<file path="src/rtl/bullet_ctrl_pkg.sv">
// bullet_ctrl_pkg: bullet pool constants, slot record and box-overlap helper
package bullet_ctrl_pkg;
    localparam int VRES            = 720;
    localparam int PADDLE_W        = 50;
    localparam int PADDLE_H        = 20;
    localparam int OBJ_SIZE        = 50;
    localparam int MAX_BULLETS     = 4;
    localparam int BULLET_W        = 4;
    localparam int BULLET_H        = 16;
    localparam int BULLET_SPEED    = 16;
    localparam int COOLDOWN_FRAMES = 8;
    localparam logic [23:0] BULLET_COLOR = 24'hFFFFFF;
    localparam int BULLET_SPAWN_Y  = VRES - PADDLE_H - BULLET_H;

    typedef struct packed {
        logic        active;
        logic [10:0] x;
        logic [9:0]  y;
    } bullet_t;

    // Strict 1-D overlap of [a, a+a_len) and [b, b+b_len); 12-bit sums never wrap.
    function automatic logic spans(input logic [11:0] a, input logic [11:0] a_len,
                                   input logic [11:0] b, input logic [11:0] b_len);
        return (a < b + b_len) && (b < a + a_len);
    endfunction
endpackage

</file>
<file path="src/rtl/bullet_ctrl_if.sv">
// bullet_ctrl_if: game-side inputs and compositor/score outputs of the bullet pool
interface bullet_ctrl_if;
    logic        frame_tick;
    logic        fire;
    logic        game_over;
    logic [10:0] paddle_x;
    logic [10:0] obj_x;
    logic [9:0]  obj_y;
    logic [10:0] px_x;
    logic [9:0]  px_y;
    logic        bullet_on;
    logic [23:0] bullet_rgb;
    logic        hit;
    logic [3:0]  active_cnt;

    modport master (
        output frame_tick, fire, game_over, paddle_x, obj_x, obj_y, px_x, px_y,
        input  bullet_on, bullet_rgb, hit, active_cnt
    );
    modport slave (
        input  frame_tick, fire, game_over, paddle_x, obj_x, obj_y, px_x, px_y,
        output bullet_on, bullet_rgb, hit, active_cnt
    );
endinterface

</file>
<file path="src/rtl/bullet_ctrl_slot.sv">
// bullet_ctrl_slot: one bullet register with hit/retire/move/spawn update and pixel cover
module bullet_ctrl_slot
    import bullet_ctrl_pkg::*;
(
    input  logic        clk,
    input  logic        rst_n,
    input  logic        tick_i,
    input  logic        clear_i,
    input  logic        spawn_i,
    input  logic [10:0] spawn_x_i,
    input  logic [10:0] obj_x_i,
    input  logic [9:0]  obj_y_i,
    input  logic [10:0] px_x_i,
    input  logic [9:0]  px_y_i,
    output logic        active_o,
    output logic        active_d_o,
    output logic        hit_o,
    output logic        cover_o
);
    bullet_t slot_q, slot_d;
    logic    retire;

    always_comb begin
        hit_o   = slot_q.active
                  && spans({1'b0, slot_q.x}, 12'(BULLET_W), {1'b0, obj_x_i}, 12'(OBJ_SIZE))
                  && spans({2'b0, slot_q.y}, 12'(BULLET_H), {2'b0, obj_y_i}, 12'(OBJ_SIZE));
        retire  = slot_q.active && slot_q.y < 10'(BULLET_SPEED);
        cover_o = slot_q.active
                  && spans({1'b0, slot_q.x}, 12'(BULLET_W), {1'b0, px_x_i}, 12'd1)
                  && spans({2'b0, slot_q.y}, 12'(BULLET_H), {2'b0, px_y_i}, 12'd1);
        slot_d  = slot_q;
        if (clear_i)
            slot_d.active = 1'b0;
        else if (tick_i && (hit_o || retire))
            slot_d.active = 1'b0;
        else if (tick_i && slot_q.active)
            slot_d.y = slot_q.y - 10'(BULLET_SPEED);
        else if (tick_i && spawn_i)
            slot_d = '{active: 1'b1, x: spawn_x_i, y: 10'(BULLET_SPAWN_Y)};
    end

    always_ff @(posedge clk or negedge rst_n) begin
        if (!rst_n) slot_q <= '0;
        else        slot_q <= slot_d;
    end

    assign active_o   = slot_q.active;
    assign active_d_o = slot_d.active;
endmodule

</file>
<file path="src/rtl/bullet_ctrl.sv">
// bullet_ctrl: player bullet pool with fire cooldown, object hits and pixel query
module bullet_ctrl
    import bullet_ctrl_pkg::*;
#(
    parameter int COOLDOWN = COOLDOWN_FRAMES
) (
    input  logic         clk,
    input  logic         rst_n,
    bullet_ctrl_if.slave bus
);
    logic                   fire_latch_q, fire_latch_d, hit_q, hit_d, on_q, on_d, spawn_ok;
    logic [3:0]             cooldown_q, cooldown_d, cnt_q, cnt_d;
    logic [23:0]            rgb_q, rgb_d;
    logic [10:0]            spawn_x;
    logic [MAX_BULLETS-1:0] act_q, act_d, free, spawn, hits, covers;

    assign free    = ~act_q;
    assign spawn_x = bus.paddle_x + 11'(PADDLE_W / 2 - BULLET_W / 2);

    for (genvar g = 0; g < MAX_BULLETS; g++) begin : g_slot
        bullet_ctrl_slot u_slot (
            .clk        (clk),
            .rst_n      (rst_n),
            .tick_i     (bus.frame_tick),
            .clear_i    (bus.game_over),
            .spawn_i    (spawn[g]),
            .spawn_x_i  (spawn_x),
            .obj_x_i    (bus.obj_x),
            .obj_y_i    (bus.obj_y),
            .px_x_i     (bus.px_x),
            .px_y_i     (bus.px_y),
            .active_o   (act_q[g]),
            .active_d_o (act_d[g]),
            .hit_o      (hits[g]),
            .cover_o    (covers[g])
        );
    end

    always_comb begin
        spawn_ok     = bus.frame_tick && (fire_latch_q || bus.fire) && cooldown_q == 4'd0
                       && !bus.game_over && |free;
        // two's-complement trick isolates the lowest free slot
        spawn        = spawn_ok ? free & (~free + MAX_BULLETS'(1)) : '0;
        fire_latch_d = !bus.frame_tick && (fire_latch_q || bus.fire);
        cooldown_d   = bus.game_over   ? 4'd0 :
                       !bus.frame_tick ? cooldown_q :
                       spawn_ok        ? 4'(COOLDOWN) :
                                         cooldown_q - {3'b0, cooldown_q != 4'd0};
        hit_d        = bus.frame_tick && !bus.game_over && |hits;
        on_d         = |covers;
        rgb_d        = on_d ? BULLET_COLOR : 24'h0;
        cnt_d        = '0;
        for (int i = 0; i < MAX_BULLETS; i++) cnt_d = cnt_d + 4'(act_d[i]);
    end

    always_ff @(posedge clk or negedge rst_n) begin
        if (!rst_n) begin
            fire_latch_q <= 1'b0;
            cooldown_q   <= '0;
            hit_q        <= 1'b0;
            on_q         <= 1'b0;
            rgb_q        <= '0;
            cnt_q        <= '0;
        end else begin
            fire_latch_q <= fire_latch_d;
            cooldown_q   <= cooldown_d;
            hit_q        <= hit_d;
            on_q         <= on_d;
            rgb_q        <= rgb_d;
            cnt_q        <= cnt_d;
        end
    end

    assign bus.bullet_on  = on_q;
    assign bus.bullet_rgb = rgb_q;
    assign bus.hit        = hit_q;
    assign bus.active_cnt = cnt_q;
endmodule

</file>
<file path="src/flat_wrapper.sv">
// flat-port wrapper written by rule: the top's interface ports become plain ports
module bullet_ctrl_flat import bullet_ctrl_pkg::*;
#(
    parameter int COOLDOWN = COOLDOWN_FRAMES
)
  (clk, rst_n, bus_frame_tick, bus_fire, bus_game_over, bus_paddle_x, bus_obj_x, bus_obj_y, bus_px_x, bus_px_y, bus_bullet_on, bus_bullet_rgb, bus_hit, bus_active_cnt);
  bullet_ctrl_if bus_i ();
  input  logic clk;
  input  logic rst_n;
  input wire logic [$bits(bus_i.frame_tick)-1:0] bus_frame_tick;
  input wire logic [$bits(bus_i.fire)-1:0] bus_fire;
  input wire logic [$bits(bus_i.game_over)-1:0] bus_game_over;
  input wire logic [$bits(bus_i.paddle_x)-1:0] bus_paddle_x;
  input wire logic [$bits(bus_i.obj_x)-1:0] bus_obj_x;
  input wire logic [$bits(bus_i.obj_y)-1:0] bus_obj_y;
  input wire logic [$bits(bus_i.px_x)-1:0] bus_px_x;
  input wire logic [$bits(bus_i.px_y)-1:0] bus_px_y;
  output wire logic [$bits(bus_i.bullet_on)-1:0] bus_bullet_on;
  output wire logic [$bits(bus_i.bullet_rgb)-1:0] bus_bullet_rgb;
  output wire logic [$bits(bus_i.hit)-1:0] bus_hit;
  output wire logic [$bits(bus_i.active_cnt)-1:0] bus_active_cnt;
  assign bus_i.frame_tick = bus_frame_tick;
  assign bus_i.fire = bus_fire;
  assign bus_i.game_over = bus_game_over;
  assign bus_i.paddle_x = bus_paddle_x;
  assign bus_i.obj_x = bus_obj_x;
  assign bus_i.obj_y = bus_obj_y;
  assign bus_i.px_x = bus_px_x;
  assign bus_i.px_y = bus_px_y;
  assign bus_bullet_on = bus_i.bullet_on;
  assign bus_bullet_rgb = bus_i.bullet_rgb;
  assign bus_hit = bus_i.hit;
  assign bus_active_cnt = bus_i.active_cnt;
  bullet_ctrl #(.COOLDOWN(COOLDOWN)) u_core (.clk(clk), .rst_n(rst_n), .bus(bus_i));
endmodule
</file>
<file path="config.mk">
export PLATFORM = sky130hd
export DESIGN_NAME = bullet_ctrl_flat
export DESIGN_NICKNAME = d
export VERILOG_FILES = /design/src/rtl/bullet_ctrl_pkg.sv /design/src/rtl/bullet_ctrl_if.sv /design/src/rtl/bullet_ctrl_slot.sv /design/src/rtl/bullet_ctrl.sv /design/src/flat_wrapper.sv
export SDC_FILE = /design/constraint.sdc
export NUM_CORES = 1
export LEC_CHECK = 0
export ABC_AREA = 1
export ABC_CLOCK_PERIOD_IN_PS = 3890
export CAP_MARGIN = 20
export CORE_ASPECT_RATIO = 1.4
export CORE_MARGIN = 2
export CORE_UTILIZATION = 25
export CTS_BUF_LIST = sky130_fd_sc_hd__clkbuf_8
export DETAILED_ROUTE_END_ITERATION = 6
export GPL_TIMING_DRIVEN = 0
export SYNTH_ARGS = -nofsm -noshare
export SYNTH_HDL_FRONTEND = slang
export SYNTH_SLANG_ARGS = --single-unit
</file>
<file path="constraint.sdc">
create_clock -name clk -period 3.89 [get_ports clk]
set_input_delay 0.389 -clock clk [delete_from_list [all_inputs] [get_ports clk]]
set_output_delay 0.389 -clock clk [all_outputs]
set_load 0.02 [all_outputs]
</file>
# Yosys cells after proc, flatten, opt, wreduce, memory -nomap -nowiden
# Cells that the tools add are included.
dict set report word_totals {
  reg_bits 123
  out_inout_bits 30
}
dict set report op_classes {
  add_sub_neg 22
  n_lt_le_gt_ge 36
  mux 25
  bitwise 12
  n_reduce_logical 80
}
# operator n
set ops {}
lappend ops {{$lt 11x12->1} 16}
lappend ops {{$lt 10x12->1} 10}
lappend ops {{$mux 22} 4}
lappend ops {{$lt 10x11->1} 6}
lappend ops {{$logic_and 1x1->1} 55}
lappend ops {{$add 11x3->12 const B} 4}
lappend ops {{$mux 12} 4}
lappend ops {{$add 10x5->11 const B} 4}
lappend ops {{$lt 10x5->1 const B} 4}
lappend ops {{$mux 10} 4}
lappend ops {{$sub 10x5->10 const B} 4}
lappend ops {{$mux 24} 1}
lappend ops {{$mux 4} 4}
lappend ops {{$reduce_and 4->1} 4}
lappend ops {{$add 11x1->12 const B} 1}
lappend ops {{$add 11x6->12 const B} 1}
lappend ops {{$reduce_and 3->1} 4}
lappend ops {{$reduce_or 4->1} 3}
lappend ops {{$add 10x1->11 const B} 1}
lappend ops {{$add 10x6->11 const B} 1}
lappend ops {{$add 11x5->11 const B} 1}
lappend ops {{$reduce_bool 2->1} 5}
lappend ops {{$not 1->1} 9}
lappend ops {{$add 4x1->4} 2}
lappend ops {{other kinds (10)} 23}

# Depth between registers and ports, before layout
# Gate-level depths: netlist of run 1.
dict set report logic_depth {
  depth_word 14
  ltp_mapped 22
  mapped_depth_nobuf 22
}

# Cells and area by module
# Synthesis of run 1 repeated with hierarchy kept, for this count alone.
dict set report hier_totals {
  hier_cells 1963
  area_unflattened_um2 14609.0
}
# module n_inst cells_each area_per_inst_um2 seq_area_each_um2
set by_module_without_submodules {}
lappend by_module_without_submodules {{bullet_ctrl_slot at u_core.g_slot[1].u_slot ...} 2 454 3399.5 475.5}
lappend by_module_without_submodules {{bullet_ctrl_slot at u_core.g_slot[2].u_slot} 1 456 3412.0 475.5}
lappend by_module_without_submodules {{bullet_ctrl_slot at u_core.g_slot[0].u_slot} 1 459 3405.8 475.5}
lappend by_module_without_submodules {bullet_ctrl 1 140 992.2 250.2}

# Worst setup path before layout of run 1
# Ideal clock, no wire load.
dict set report synth_timing {
  path_kind {input -> register}
  start {input port bus_obj_y[1]}
  end {register u_core.cnt_q[1] (netlist: u_core.bus.active_cnt[1])}
  setup_ps 126
  arrival_ps 3269
  required_time_ps 3764
  slack_ps 495
  stages 19
  path_buffers 0
  path_cell_list {ha_1 -> a21oi_1 -> nand2_1 -> nand2_1 -> xor2_1 -> ha_1 -> a21oi_1 -> o21ai_0 -> nand3_1 -> nand3_1 -> nor2_2 -> nand4_4 -> nand3_1 -> nand2_1 -> ha_1 -> inv_1 -> fa_1 -> inv_1 -> ha_1}
}
dict set report synth_between {
  elab_chain_cells 11
  word_cells_on_any_way 36
  cone_classes {4 x add/sub; 8 x order compare; 8 x mux; 16 x reduce/logical}
}
# item line_no
set synth_rtl {}
lappend synth_rtl {{from (decl)} flat_wrapper.sv:15} ;# input wire logic [$bits(bus_i.obj_y)-1:0] bus_obj_y;
lappend synth_rtl {{$add 10x6->11} bullet_ctrl_pkg.sv:24} ;# return (a < b + b_len) && (b < a + a_len);
lappend synth_rtl {{$lt 10x12->1} bullet_ctrl_pkg.sv:24}
lappend synth_rtl {{$logic_and 1x1->1 (*)} bullet_ctrl_pkg.sv:24}
lappend synth_rtl {{$logic_and 1x1->1 (*)} bullet_ctrl_slot.sv:26} ;# && spans({2'b0, slot_q.y}, 12'(BULLET_H), {2'b0, obj_y_i}, 12'(OBJ_SIZE));
lappend synth_rtl {{$logic_or 1x1->1 (*)} bullet_ctrl_slot.sv:34} ;# else if (tick_i && (hit_o || retire))
lappend synth_rtl {{$logic_and 1x1->1 (*)} bullet_ctrl_slot.sv:34}
lappend synth_rtl {{$mux 1 (*)} bullet_ctrl_slot.sv:34}
lappend synth_rtl {{$mux 1 (*)} bullet_ctrl_slot.sv:32} ;# if (clear_i)
lappend synth_rtl {{net u_core.g_slot[1].u_slot.active_d_o} bullet_ctrl_slot.sv:16} ;# output logic active_d_o,
lappend synth_rtl {{$add 1x1->2 (*)} bullet_ctrl.sv:53} ;# for (int i = 0; i < MAX_BULLETS; i++) cnt_d = cnt_d + 4'(act_d[i]);
lappend synth_rtl {{$add 4x1->4 (*) (2 in series)} bullet_ctrl.sv:53}
lappend synth_rtl {{net u_core.cnt_d[1]} bullet_ctrl.sv:12} ;# logic [3:0] cooldown_q, cooldown_d, cnt_q, cnt_d;
lappend synth_rtl {{to (signal assigned)} bullet_ctrl.sv:70} ;# cnt_q <= cnt_d;
lappend synth_rtl {{to (decl)} bullet_ctrl.sv:12}
# The timed path passes the listed nets; every way through them passes the cells marked *.
# A chain may end at the register's enable or synchronous reset.

# Final worst setup path of run 1
dict set report layout_timing {
  start {register u_core.g_slot[3].u_slot.slot_q[13] in the netlist's numbering}
  end {register u_core.cnt_q[1] (netlist: u_core.bus.active_cnt[1])}
}
dict set report layout_between {
  elab_chain_cells 10
  word_cells_on_any_way 11
  cone_classes {2 x add/sub; 2 x order compare; 2 x mux; 5 x reduce/logical}
}
# item line_no
set layout_rtl {}
lappend layout_rtl {{from (decl)} bullet_ctrl_slot.sv:20} ;# bullet_t slot_q, slot_d;
lappend layout_rtl {{from (signal assigned)} bullet_ctrl_slot.sv:44} ;# else slot_q <= slot_d;
lappend layout_rtl {{$add 11x3->12} bullet_ctrl_pkg.sv:24}
lappend layout_rtl {{$lt 11x12->1} bullet_ctrl_pkg.sv:24}
lappend layout_rtl {{$logic_and 1x1->1 (*)} bullet_ctrl_pkg.sv:24}
lappend layout_rtl {{$logic_and 1x1->1 (*)} bullet_ctrl_slot.sv:25} ;# && spans({1'b0, slot_q.x}, 12'(BULLET_W), {1'b0, obj_x_i}, 12'(OBJ_SIZE))
lappend layout_rtl {{$logic_and 1x1->1 (*)} bullet_ctrl_slot.sv:26}
lappend layout_rtl {{$logic_or 1x1->1 (*)} bullet_ctrl_slot.sv:34}
lappend layout_rtl {{$logic_and 1x1->1 (*)} bullet_ctrl_slot.sv:34}
lappend layout_rtl {{$mux 1 (*)} bullet_ctrl_slot.sv:34}
lappend layout_rtl {{$mux 1 (*)} bullet_ctrl_slot.sv:32}
lappend layout_rtl {{net u_core.g_slot[3].u_slot.active_d_o} bullet_ctrl_slot.sv:16}
lappend layout_rtl {{$add 4x1->4 (*)} bullet_ctrl.sv:53}
lappend layout_rtl {{net u_core.cnt_d[1]} bullet_ctrl.sv:12}
# Marks and branches as above.

==> results of run 1 <==
==> stage by stage <==
step / instances / total power [mW]
global placement: 2390 / 4.086
CTS: 2416 / 4.988
detailed placement: 2391 / 4.249
floorplan: 1661 / 3.290
finish: 2428 / 5.073
global route: 2428 / 5.583
==> flip-flops by register name, indices dropped and copies added (netlist names) <==
register	count
u_core.g_slot.u_slot.slot_q	72
u_core.bus.bullet_rgb	1
u_core.bus.hit	1
u_core.g_slot.u_slot.active_o	4
u_core.cooldown_q	4
u_core.bus.active_cnt	3
u_core.fire_latch_q	1
==> synthesized netlist by cell type, drive strengths merged, types with 9 or more instances <==
master / number
ha: 302
o21bai: 9
nand2: 356
nor2: 109
inv: 170
o21a: 9
nor3: 41
o21ai: 94
a21oi: 117
a211oi: 15
xnor2: 23
o211ai: 14
xor2: 69
buf: 36
dfrtp: 86
nand3b: 10
nand3: 110
nand4: 50
==> power by group through the flow <==
stage	registers, mW	clock network, mW	logic, mW
floorplan	1.28	0	2.01
global placement	1.42	0	2.67
detailed placement	1.43	0	2.82
CTS	1.40	0.693	2.90
global route	1.42	0.732	3.43
finish	1.40	0.676	3.00
==> worst max-delay path, stage by stage, from the launching register on <==
cell and delay (ns):
dfrtp_2 0.49, ha_2 0.27, nand3_1 0.13, nand3b_1 0.24, nand3b_1 0.20, xor2_1 0.17
ha_1 0.31, nand4_1 0.13, nand3b_1 0.19, nand2_1 0.16, nor2_2 0.07, nand4_4 0.15
nand2_2 0.13, nor2_2 0.15, inv_1 0.08, fa_2 0.40, inv_1 0.07, ha_1 0.21
==> per-layer routing <==
metal | share of wire | vias to the layer above | track usage
li1 | - | 5943 | -
met1 | 0.41 | 5669 | 0.1926
met2 | 0.49 | 324 | 0.2901
met3 | 0.038 | 96 | 0.01406
met4 | 0.056 | 0 | 0.09521
met5 | 0 | - | 0
==> final timing paths <==
path / from / to / depth (start not counted)
hold / removal: rst_n / u_core.g_slot[0].u_slot.slot_q[2] / 2
setup reg to reg: u_core.g_slot[3].u_slot.slot_q[13] / u_core.bus.active_cnt[1] / 17
max in group asynchronous: rst_n / u_core.g_slot[1].u_slot.slot_q[15] / 3
hold reg to reg: u_core.fire_latch_q / u_core.fire_latch_q / 2
setup / recovery: u_core.g_slot[3].u_slot.slot_q[13] / u_core.bus.active_cnt[1] / 17
min in group clk: u_core.fire_latch_q / u_core.fire_latch_q / 2
==> what timing repair did <==
item	CTS	global route
setup buffers	8	11
pin swaps	1	9
setup endpoints to repair	3	3
hold endpoints to repair	18	0
gates resized for setup	33	26
hold buffers	1	0
==> cell type report <==
type | instances | area, um^2
multi-input combinational | 1364 | 9627
buffer | 41 | 270.3
tap | 643 | 804.5
fill | 5362 | 35030
sequential | 86 | 2163
antenna | 1 | 2.502
inverter | 170 | 638.1
clock inverter | 7 | 75.07
timing repair buffer | 107 | 1023
clock buffer | 9 | 123.9
==> logic make-up (layout without fill, tap and decap cells) <==
group                      after synthesis  count (layout)  share of synthesized area
and+or+nand+nor                        681             681                     0.2565
adders and majority gates              303             303                     0.3033
AOI/OAI and AO/OA                      287             287                     0.1308
buffers and inverters                  211             334                    0.07233
xor gates and xnor gates                92              92                    0.06494
DFF                                     86              86                     0.1718
other                                    1               2                  0.0002994
==> impl_metrics.ini, run 1 <==
[critical_path]
startpoint_type = register
critPathMaxFanout = 7
reg2reg_slack_ns = 0.21
required_ns = 4.18
critical_path_class = reg2reg
crit_path_end_kind = register
worst_ep_arrival_time_ns = 3.97

[synthesis]
synth-edff-count = 0
ys_ff_latch = 86
synth_area_leaders = ha_1 (30%), dfrtp_1 (17%), nand2_1 (10%), inv_1 (4.9%), xor2_1 (4.8%)
synth_flop_cell = dfrtp_1
synth_cell_types = 53
syn_area_um2 = 12520
postSynth.asyncResetShare = 1.000
synth_seq_area_share = 0.1718
synth_warnings = 0
yosys.area.top_type = ha_1
postSynthAreaPerCell_um2 = 7.540
yosysTopAreaCellShare = 0.3017
synth_cells = 1661
synth_nets = 2022

[route]
viasPerCell = 4.956
wl_per_cell_um = 17.25
drc = 0
routed_wl_um = 41880
drtIter0Drc = 651
firstDrtPassIters = 5
via_count = 12030
ant_nets = 0

[global_routing]
grt_pass1_vias = 11910
gr-total-overflow = 0
grt_max_degree = 69
grtUsageTotal = 0.1642
grt_pass1_wl_um = 65200
antenna_found_initial = 1

[sta]
period_share = 0.9448
timing.fmax_mhz = 272.1
tightest_slew_ns = 1.060
post-route-min-period_ns = 3.675
rsz0062_at_grt = no
hold_violations = 0
slew_headroom = 0.2857
tns_ns = 0
finalMaxSlewViolations = 0
layout_setup_ws_ns = 0.2148
setup_viol = 0
fin_skew_ns = 0.01601
whs_ns = 0.4337

[cts]
ctsRootBufferMaster = clkbuf_8
clk_path_buf_depth = 2
cts_sinks = 86
clkTransAtPathRegs_ns = 0.12
cts_tree = built
clk_latency_ns = 0.41
h-tree-depth = 3
cts_made_buffers = 9

[pwr]
comb_power_share = 0.591
p_sw_mw = 2.533
p_leak_nw = 7.181
p_int_mw = 2.540
peakVddDrop_v = 0.0001712
sequentialPowerShare = 0.276
power.share.clock = 0.133
power_density_nw_per_um2 = 344.5
swShare = 0.4994

[floorplan]
row_count = 97
fp.dieW_um = 193.2
die_y_um = 268.8
core_area_um2 = 49760
start_util = 0.2517
die_area_um2 = 51920
io_pins = 88

[cells_and_area]
final_util = 0.2960
layout_commonest_cell = nand2_1
fin_nets = 2140
layout_common_cells = nand2_1 (345), ha_1 (299), inv_1 (162)
drive_gt1_frac = 0.09249
area_growth_pct = 17.60
final_area_um2 = 14730

[placement]
place_ws_ns = -0.9238
port_buffers = 86
gp_congestion = 0.9585
postPlaceCellArea_um2 = 14210
post-dp-hpwl_um = 34150

[run]
max_cap_violations = 0

[outcome]
outcome = completed

[hold_path]
hold_path_class = in2async
No activity file was read; power rests on OpenSTA's default activity.
==> inputs of run 2 (changes only) <==
- SETUP_SLACK_MARGIN: not set -> 0.5
==> impl_metrics.ini, run 2 (synthesis gave the netlist of run 1 again) <==
[route]
met2_length_um = 20950
wl_per_cell_um = 17.20
dr.max_layer_used = met4
met1_length_um = 17290
routed_wl_um = 42130
wl_met3_um = 1455
viasPerCell = 4.920
ant_nets = 0
drtIter0Drc = 599
firstDrtPassIters = 7
via_count = 12060
drc = 2

[pwr]
p_leak_nw = 7.331
peakVddDrop_v = 0.0001648
total_power_mw = 5.184
power_density_nw_per_um2 = 343.4

[critical_path]
crit_path_end_kind = register
critPathMaxFanout = 7
path_cells = dlygate4sd2_1 -> nand2_1 -> inv_1 -> nand3_1 -> xor2_2 -> buf_4 -> ha_1 -> nand2_1 -> o21ai_1 -> nor2_1 -> nand3_2 -> nor2_4 -> nand3_4 -> o211a_1 -> ha_4 -> inv_2 -> fa_2 -> inv_2 -> ha_4
critical_path_class = in2reg
worst_path_dominant_cell_family = adder cells
crit_slowest_cell = dlygate4sd2_1
worst_ep_arrival_time_ns = 3.77
required_ns = 4.19
cp.buffers_inverters = 5
max_stage_delay_ns = 0.57
startpoint_type = input pin

[global_routing]
grt_max_degree = 68
grtUsageTotal = 0.1647
antenna_found_initial = 1
grt_pass1_vias = 11710
grt_pass1_wl_um = 65110
gr-total-overflow = 0

[cells_and_area]
seq_area_um2 = 2180
fill_cells = 5351
fin_nets = 2162
layout_commonest_cell = nand2_1
area_growth_pct = 20.56
layout_common_cells = nand2_1 (344), ha_1 (295), inv_1 (157)
regMostFlops = u_core.g_slot.u_slot.slot_q
largest_register_ff_count = 72
drive_gt1_frac = 0.1296
multi_input_area_um2 = 9829

[sta]
slew_headroom = 0.4824
tightest_slew_ns = 0.7708
hold_violations = 0
finalMaxSlewViolations = 0
post-route-min-period_ns = 3.474
timing.fmax_mhz = 287.9
setup_viol = 0
whs_ns = 0.4353
tns_ns = 0
period_share = 0.8931
rsz0062_at_grt = yes
fin_skew_ns = 0.009620

[placement]
port_buffers = 86
post-dp-hpwl_um = 34030
gp_congestion = 0.9371

[cts]
ctsRootBufferMaster = clkbuf_8
cts_made_buffers = 9
cts_tree = built
cts_sinks = 86
clk_path_buf_depth = 2
clkTransAtPathRegs_ns = 0.10
h-tree-depth = 3
clk_latency_ns = 0.40

[floorplan]
core_area_um2 = 49760
die_y_um = 268.8
io_pins = 88
start_util = 0.2517
row_count = 97
fp.dieW_um = 193.2
die_area_um2 = 51920

[outcome]
failed_checks = DRC
outcome = finished with violations

[hold_path]
hold_path_class = in2async

[run]
max_cap_violations = 0
run 2: cell count changes in the layout (fill, tap and decap cells not counted), moves of 4 or more:
cell / before / now
buf_4: 47 / 68
inv_1: 162 / 157
dfrtp_1: 77 / 64
inv_6: 0 / 4
xor2_1: 60 / 52
clkbuf_2: 2 / 7
xor2_2: 8 / 14
clkdlybuf4s50_1: 71 / 64
dfrtp_2: 9 / 22
ha_1: 299 / 295
inv_2: 8 / 13
dlymetal6s2s_1: 1 / 6
run 2: per-stage QoR:
step                worst slack, ns  instances  instance area, um^2  utilization
detailed placement          -0.8799       2391                14220       0.2858
global placement             -1.442       2390                14200       0.2853
global route                 0.2338       2450                15100       0.3034
finish                       0.4160       2450                15100       0.3034
floorplan                    0.5375       1661                12530            -
CTS                          0.3535       2434                14820       0.2977
run 2: layer usage:
layer | up-vias | global-route usage
met5 | - | 0
li1 | 5986 | -
met3 | 89 | 0.01406
met4 | 0 | 0.09132
met1 | 5710 | 0.1943
met2 | 270 | 0.2917
run 2: worst paths after layout:
path,slack (ns),startpoint,cells after the start,to
max,0.42,bus_obj_y[6],19,u_core.bus.active_cnt[1]
min,0.44,rst_n,2,u_core.bus.bullet_rgb[22]
max reg2reg,0.44,u_core.g_slot[1].u_slot.slot_q[13],19,u_core.bus.active_cnt[1]
min reg2reg,0.50,u_core.fire_latch_q,2,u_core.fire_latch_q
max in group asynchronous,2.77,rst_n,3,u_core.g_slot[0].u_slot.slot_q[16]
min in group clk,0.50,u_core.fire_latch_q,2,u_core.fire_latch_q
run 2: final cells by class:
type                            instances  area share
Inverter                              170     0.04226
Sequential cell                        86      0.1444
Timing Repair Buffer                  129     0.07806
Clock buffer                            9    0.008204
Clock inverter                          7    0.004724
Buffer                                 41     0.01790
Multi-Input combinational cell       1364      0.6510
Tap cell                              643     0.05329
Antenna cell                            1   0.0001657
run 2: report_power, final:
part	internal [mW]	switching (mW)	total, mW	leakage [nW]
logic	1.28	1.82	3.10	6.16
registers	1.07	0.350	1.42	1.07
clock network	0.252	0.414	0.666	0.0999
run 2: repair_timing:
action	CTS	global route
pin swaps	17	15
gates resized for setup	70	59
endpoints found under the setup margin	4	4
endpoints found under the hold margin	19	0
hold buffers	1	0
buffers inserted	26	15
run 2: worst register-to-register path: stages, from the launching register on:
cell	delay (ns)
dfrtp_2	0.46
ha_4	0.18
nand3_2	0.09
nand3b_1	0.23
nor3b_2	0.21
xor2_1	0.21
ha_1	0.27
nand2_2	0.08
inv_2	0.05
nand3_1	0.06
nor3_1	0.07
nor2_4	0.21
nand4_4	0.12
nand3_4	0.09
nand2_4	0.08
ha_4	0.27
inv_2	0.03
fa_2	0.36
inv_2	0.08
ha_4	0.18
